--- config.mk ---
export PLATFORM = sky130hd
export DESIGN_NAME = xbar_output_arbiter
export DESIGN_NICKNAME = d
export VERILOG_FILES = /design/src/rtl/xbar_output_arbiter.sv
export SDC_FILE = /design/constraint.sdc
export NUM_CORES = 1
export LEC_CHECK = 0
export CORE_MARGIN = 4
export CORE_UTILIZATION = 50
export DETAILED_ROUTE_END_ITERATION = 7
export PLACE_DENSITY = 0.77
export SLEW_MARGIN = 30
export SYNTH_ARGS = -nofsm -noshare
export SYNTH_HDL_FRONTEND = slang
export SYNTH_SLANG_ARGS = --single-unit
--- constraint.sdc ---
create_clock -name clk -period 5.9 [get_ports clk]
set_input_delay 0.59 -clock clk [delete_from_list [all_inputs] [get_ports clk]]
set_output_delay 0.59 -clock clk [all_outputs]
set_load 0.005 [all_outputs]
--- src/rtl/xbar_output_arbiter.sv ---
// rtl/xbar_output_arbiter.sv - round-robin wormhole arbiter for one crossbar output port
module xbar_output_arbiter #(
    parameter int PORTS     = 5,
    parameter int CNT_WIDTH = 16
) (
    input  logic                 clk,
    input  logic                 rst,
    input  logic [PORTS-1:0]     req,
    input  logic [PORTS-1:0]     tail,
    input  logic                 out_ready,
    output logic [PORTS-1:0]     sel_out,
    output logic [PORTS-1:0]     rd_en,
    output logic                 valid_out,
    output logic                 busy,
    output logic [CNT_WIDTH-1:0] pkt_cnt
);

    localparam logic [0:0] IDLE   = 1'b0;
    localparam logic [0:0] LOCKED = 1'b1;

    logic [0:0]       state;
    logic [2:0]       last;
    logic [2:0]       owner_idx;
    logic [PORTS-1:0] grant_vec;
    logic             found;
    logic             owner_req;
    logic             owner_tail;
    logic             transfer;
    int               cand;

    // Scan upward from the port after the previous winner so every port gets a turn.
    always_comb begin
        grant_vec = '0;
        found     = 1'b0;
        cand      = 0;
        for (int k = 1; k <= PORTS; k++) begin
            cand = (int'(last) + k) % PORTS;
            if (!found && req[cand]) begin
                grant_vec[cand] = 1'b1;
                found           = 1'b1;
            end
        end
    end

    always_comb begin
        owner_idx = 3'd0;
        for (int i = 0; i < PORTS; i++) begin
            if (sel_out[i]) begin
                owner_idx = 3'(i);
            end
        end
    end

    assign owner_req  = |(sel_out & req);
    assign owner_tail = |(sel_out & tail);
    assign transfer   = (state == LOCKED) && owner_req && out_ready;
    assign rd_en      = transfer ? sel_out : '0;
    assign valid_out  = transfer;
    assign busy       = (state == LOCKED);

    always_ff @(posedge clk) begin
        if (rst) begin
            state   <= IDLE;
            sel_out <= '0;
            last    <= 3'(PORTS - 1);
            pkt_cnt <= '0;
        end else begin
            case (state)
                IDLE: begin
                    if (found) begin
                        sel_out <= grant_vec;
                        state   <= LOCKED;
                    end
                end
                LOCKED: begin
                    // Other requesters and non-owner tails are ignored until the owner's tail leaves.
                    if (transfer && owner_tail) begin
                        state   <= IDLE;
                        sel_out <= '0;
                        last    <= owner_idx;
                        pkt_cnt <= pkt_cnt + CNT_WIDTH'(1);
                    end
                end
                default: begin
                    state   <= IDLE;
                    sel_out <= '0;
                end
            endcase
        end
    end

endmodule

==> metrics.csv, run 1 <==
metric;value;unit
outcome;finished clean;
Final Hold Violating Endpoints;0;
Final Cycle Share;91.85;%
prevailing post-synth register cell;dfxtp_1;
die extent in y;95.68;um
critical path endpoint category;register;
post-synthesis cell area;3844;um^2
Clk pin slew, worst setup/hold paths;90;ps
Largest delay share family, worst path;compound AO/OA/AOI/OAI gates;
Critical Path RT;6040;ps
share of cells above drive strength 1;6.679;%
Routability Congestion;0.9600;
Worst Path Buf+Inv;2;
pwr dens;132.5;nW/um^2
WL met1;5307;um
CTS root buf;clkbuf_8;
RSZ-0062 raised after global routing;no;
Fillers;697;
Switching Fraction;41.01;%
Post-CTS Setup Inserts;0;
top-count cell post-synth;nand2_1;
Skew-Pair Late Insertion Delay;270;ps
routed via count;4146;
Crit path top cell by count;ha_1;
Psw;235.5;uW
Final Skew;6.163;ps
Post-Place Worst Slack;316.7;ps
Initial Util;52.16;%
critical path's largest stage delay;530;ps
TritonCTS Sinks;25;
clock network power share;18.3;%
Worst setup SP type;register;
Max Freq;184.5;MHz
clock buffer depth;2;
Slew HR;39.72;%
setup ws final;481.0;ps
HPWL Detailed;8281;um
min Tclk post-route;5419;ps
Yosys cell types;77;
Synth top area share;13.02;%
Setup-failing EPs final;0;
Flop pwr share;33.0;%
IR drop worst, VDD;0.1114;mV
Leakage;0.001651;uW
die area;9154;um^2
synth top area cells;dfxtp_1, ha_1, nand2_1;
met3 WL;727;um
DRT antenna net count;0;
Fin Hold WS;517.2;ps
DRC Markers;0;
uppermost layer routed;met4;
Synth-to-Final Area Change;12.73;%
GR Overflow Total;0;
syn nets;582;
area leader, netlist;dfxtp_1;
CTS tree;built;
area of the core;7370;um^2
Hold WC Path Type;reg2reg;
Num CTS Buffers;3;
pin count of the biggest net entering global routing;56;
Final Max Slew Viols;0;
# diodes;0;
GRT Total Usage;24.19;%
Max FO, Critical Path;12;
Iteration-0 DRC Markers;305;
number of synthesized flops with an enable pin;0;
syn avg cell area;7.184;um^2
Post-Syn Instances;535;
critical path type;reg2reg;
routed wire length;10990;um
Max-cap violations;0;
Multi-input gate area;3055;um^2
port buffer count;40;
num ports;41;
vias in the first global route;3676;
Vias per Instance;6.349;
Post-synth ARST share;0;%
#FFs+latches synth;25;
arrival time worst endpoint;5560;ps
YS warnings;0;
first drt pass iteration count;5;
Commonest cells post-synth;nand2_1, nor2_1, ha_1;
FP Rows;31;
combinational share of power;48.6;%
global-route wire length before repair;18040;um
final net count;602;
cell internal pwr;338.7;uW
Setup TNS;0;ps
wire per inst;16.83;um
Horiz. Die Dim;95.68;um
met2 WL;4776;um
crit path cell chain;ha_1 > xnor2_4 > inv_1 > ha_1 > nor3_1 > o22ai_1 > xnor2_2 > inv_2 > ha_1 > nor3b_1 > or3_1 > a32oi_1 > o311ai_1 > o32a_1 > o21bai_1 > o41ai_4 > a2111oi_0 > a31oi_1;
measured slew at the worst slew-check pin;901.4;ps
htree depth;1;
initial antenna violation count;0;
critical path's slowest cell;ha_1;
Seq/Total Area, Yosys;13.02;%
Sequential cell area;501.7;um^2
==> metal layers <==
metal	global-route usage, %	vias up
met1	36.07	1943
met3	3.710	14
li1	-	2036
met5	0	-
met4	4.502	0
met2	36.71	153
==> sequential cells by signal, indices dropped and copies added (netlist names) <==
register / cells
pkt_cnt: 16
sel_out: 5
last: 3
busy: 1
==> cell families after synthesis <==
kind of cell | after synthesis | share of synthesized area, %
buffers and inverters | 70 | 7.975
AO/OA/AOI/OAI | 163 | 30.79
AND/OR/NAND/NOR | 208 | 28.26
multiplexers | 14 | 3.711
adder cells (fa/ha/maj) | 34 | 11.07
flip-flops | 25 | 13.02
XOR/XNOR | 21 | 5.176
==> path summary, 6_finish.rpt <==
check	from	to	slack, ps	cells past startpoint
max	last[0]	sel_out[1]	480	18
min	pkt_cnt[1]	pkt_cnt[1]	520	2
max reg2reg	last[0]	sel_out[1]	480	18
min reg2reg	pkt_cnt[1]	pkt_cnt[1]	520	2
==> cell usage in the layout, fill, tap and decap left out, types with 9 or more instances in the layout <==
cell,n
mux2i_1,12
a21oi_1,29
nor3_1,19
inv_1,31
xor2_1,9
nand2_1,49
or3_1,10
nor2_1,39
o21ai_0,28
nand3_1,24
dfxtp_1,24
buf_4,9
clkdlybuf4s50_1,40
xnor2_1,9
ha_1,34
==> tightest hold or removal path, delay by kind of cell, from the launching register on <==
family             cells  cell delay [ps]
and+or+nand+nor        1               70
DFF                    1              360
AOI/OAI and AO/OA      1               50
==> power by group through the flow <==
| stage | Combinational (uW) | Sequential (uW) | Clock [uW] |
|---|---|---|---|
| after floorplan | 204 | 188 | 0 |
| after global placement | 267 | 192 | 0 |
| after detailed placement | 272 | 193 | 0 |
| after CTS | 274 | 189 | 108 |
| after global routing | 306 | 191 | 114 |
| final | 279 | 190 | 105 |
==> what timing repair did <==
item                                   CTS  global route
setup endpoints to repair                0             6
hold buffers                             0             0
endpoints found under the hold margin    0             0
resized for setup                        0             2
==> cell type report <==
class	count	area share, %
Clock buffer	3	0.9529
Clock inverter	1	0.1733
Sequential cell	25	11.58
Inverter	36	3.119
Timing Repair Buffer	49	10.80
Tap cell	99	2.859
Multi-Input combinational cell	440	70.52
==> through the flow <==
stage	instance area, um^2	util [%]	std cells	total power, uW
floorplan	3844	-	535	392.9
finish	4333	58.79	653	574.2
global route	4333	58.79	653	612.0
global placement	4265	57.88	649	459.8
CTS	4314	58.54	653	570.2
detailed placement	4265	57.88	649	464.7
(Power assumes the default switching activity.)
==> run 2: changes to the inputs <==
==> constraint.sdc (replaced) <==
create_clock -name clk -period 5.9 [get_ports clk]
set_input_delay 0.885 -clock clk [delete_from_list [all_inputs] [get_ports clk]]
set_output_delay 0.885 -clock clk [all_outputs]
set_load 0.005 [all_outputs]
==> results of run 2 <==
Same layout as run 1: the final DEF is identical, and so are final timing and power.
==> run 3: changes to the inputs <==
Settings changed: CORE_UTILIZATION 50 to 59, PLACE_DENSITY 0.77 to 0.88.
==> run 3 against run 2 <==
  * Cell count shrank 3.2%
  * Fmax shrank 1.4%
  * Final area shrank 0.64%
  * Routed wire length grew 1.8%
  * Core utilization grew 9.0 points
  * Setup slack lost 80 ps
  * Via count grew 2.9%
  * Clock-buffer cell count is the same
  * Critical path depth is the same
  * Clock power is essentially flat
  * Clock skew shrank 3.7 ps
==> metrics.csv, run 3 (synthesized netlist as in run 1, its figures left out) <==
metric;value;unit;change
first drt pass iteration count;5;;unchanged
max reg flops;16;;unchanged
critical path's slowest cell;dfxtp_2;;
critical path's largest stage delay;510;ps;-20 ps
setup ws final;401.4;ps;-79.59 ps
Psw;236.8;uW;+0.55%
Max-cap violations;0;;unchanged
Fillers;550;;-21%
Switching Fraction;41.14;%;+0.12 points
die area;7870;um^2;-14%
Util after Layout;67.80;%;+9.0 points
cell internal pwr;338.8;uW;about the same
num ports;41;;unchanged
min Tclk post-route;5499;ps;+79.59 ps
outcome;finished clean;;
Final Skew;2.461;ps;-3.702 ps
Worst setup SP type;register;;
most frequent cells in the layout;nand2_1, clkdlybuf4s50_1, nor2_1;;
routed via count;4268;;+2.9%
Max Freq;181.9;MHz;-1.4%
Slew HR;36.85;%;-2.9 points
Post-CTS Setup Inserts;0;;unchanged
Initial Util;60.53;%;+8.4 points
crit path cell chain;ha_1 > xnor2_4 > inv_1 > ha_1 > nor3_1 > o22ai_1 > xnor2_1 > inv_2 > ha_1 > nand2b_1 > a31oi_1 > buf_4 > or4_1 > nand4_1 > o21bai_1 > o41ai_4 > a31oi_1 > a311oi_1;;
Sequential cell area;501.7;um^2;unchanged
final net count;603;;+0.17%
Routability Congestion;0.9712;;+1.2%
DRT antenna net count;0;;unchanged
post-cts sizing count;0;;unchanged
commonest non-fill, non-tap cell in the layout;nand2_1;;
TritonCTS Sinks;25;;unchanged
Horiz. Die Dim;88.72;um;-7.3%
Hold WC Path Type;reg2reg;;
Fin Hold WS;512.9;ps;-4.294 ps
area of the core;6350;um^2;-14%
Critical Path RT;6070;ps;+30 ps
Iteration-0 DRC Markers;350;;+15%
Max FO, Critical Path;17;;+5
flop2flop setup slack;400;ps;-80 ps
RSZ-0062 raised after global routing;no;;
FP Rows;29;;-6.5%
HPWL Detailed;8358;um;+0.93%
Final Cycle Share;93.20;%;+1.3 points
RR Startpoint;last[0];;
global-route wire length before repair;18260;um;+1.2%
Top reg by flops;pkt_cnt;;
measured slew at the worst slew-check pin;944.3;ps;+42.89 ps
# diodes;0;;unchanged
Final Max Slew Viols;0;;unchanged
critical path type;reg2reg;;
hold buffers post-CTS;0;;unchanged
min-delay src;pkt_cnt[6];;
Setup TNS;0;ps;unchanged
Hold EP;pkt_cnt[6];;
Vias per Instance;6.753;;+6.4%
die extent in y;88.72;um;-7.3%
Final Hold Violating Endpoints;0;;unchanged
routed wire length;11190;um;+1.8%
initial antenna violation count;0;;unchanged
wire per inst;17.71;um;+5.2%
Post-Place Worst Slack;493.6;ps;+176.9 ps
GRT Total Usage;28.39;%;+4.2 points
Multi-input gate area;3048;um^2;-0.25%
port buffer count;40;;unchanged
Regs by FF count;pkt_cnt (16), sel_out (5), last (3);;
DRC Markers;0;;unchanged
arrival time worst endpoint;5660;ps;+100 ps
Setup-failing EPs final;0;;unchanged
Synth-to-Final Area Change;12.01;%;
GR Overflow Total;0;;unchanged
htree depth;1;;unchanged
Clk pin slew, worst setup/hold paths;90;ps;about the same
worst reg2reg path endpoint;sel_out[4];;
critical path endpoint category;register;;
CTS root buf;clkbuf_8;;
R2R cell count;18;;unchanged
share of cells above drive strength 1;6.667;%;-0.012 points
combinational share of power;48.6;%;about the same
pin count of the biggest net entering global routing;42;;-25%
Flop pwr share;33.0;%;about the same
clock buffer depth;2;;unchanged
Num CTS Buffers;3;;unchanged
clock network power share;18.4;%;about the same
IR drop worst, VDD;0.1305;mV;+17%
vias in the first global route;3913;;+6.4%
worst hold path depth;2;;unchanged
Crit path top cell by count;ha_1;;
Skew-Pair Late Insertion Delay;270;ps;about the same
CTS tree;built;;
pwr dens;133.7;nW/um^2;+0.89%
Leakage;0.001647;uW;-0.24%
run 3: cell count changes in the layout (fill, tap and decap cells not counted):
| cell | change |
|---|---|
| xnor2_1 | +1 |
| xnor2_2 | -1 |
| buf_4 | +1 |
run 3: power groups by stage:
stage          Sequential (uW)  Clock [uW]  Combinational (uW)
2_1_floorplan              188           0                 204
3_3_place_gp               193           0                 265
3_5_place_dp               193           0                 272
4_1_cts                    189         105                 274
5_1_grt                    191         112                 305
6_report                   190         106                 280
run 3: through the flow:
step | cells | area, um^2 | total power (uW)
after global placement | 628 | 4245 | 458.4
after global routing | 632 | 4305 | 608.4
after CTS | 632 | 4294 | 568.4
final | 632 | 4305 | 575.6
after detailed placement | 628 | 4245 | 465.1
after floorplan | 535 | 3844 | 392.9
run 3: layout make-up:
cell class	count	share of cell area, %
Multi-Input combinational cell	440	70.79
Sequential cell	25	11.65
Timing Repair Buffer	50	11.04
Inverter	36	3.139
Tap cell	77	2.238
Clock buffer	3	0.9590
Clock inverter	1	0.1744
run 3: worst max path at each step:
stage / from / endpoint / slack [ps] / depth (start not counted)
2_1_floorplan: last[0] / sel_out[2] / 920 / 22
3_3_place_gp: last[0] / sel_out[2] / 790 / 18
3_5_place_dp: last[0] / sel_out[1] / 490 / 18
4_1_cts: last[0] / sel_out[1] / 460 / 18
5_1_grt: last[0] / sel_out[2] / 10 / 18
6_report: last[0] / sel_out[4] / 400 / 18
run 3: layer usage:
metal  up-vias  track usage, %  wire, um
met5         -               0         0
met4         0           9.753       267
met3        30           4.842       941
met2       181           44.87      5062
met1      2017           38.88      4918
li1       2040               -         -
run 3: critical path: cells and delay by family (launching register included):
family	cells	cell delay, ps
compound gates	6	1500
xor+xnor	2	670
fa+ha+maj	3	1100
buf+inv	3	630
flops	1	510
simple gates	4	990
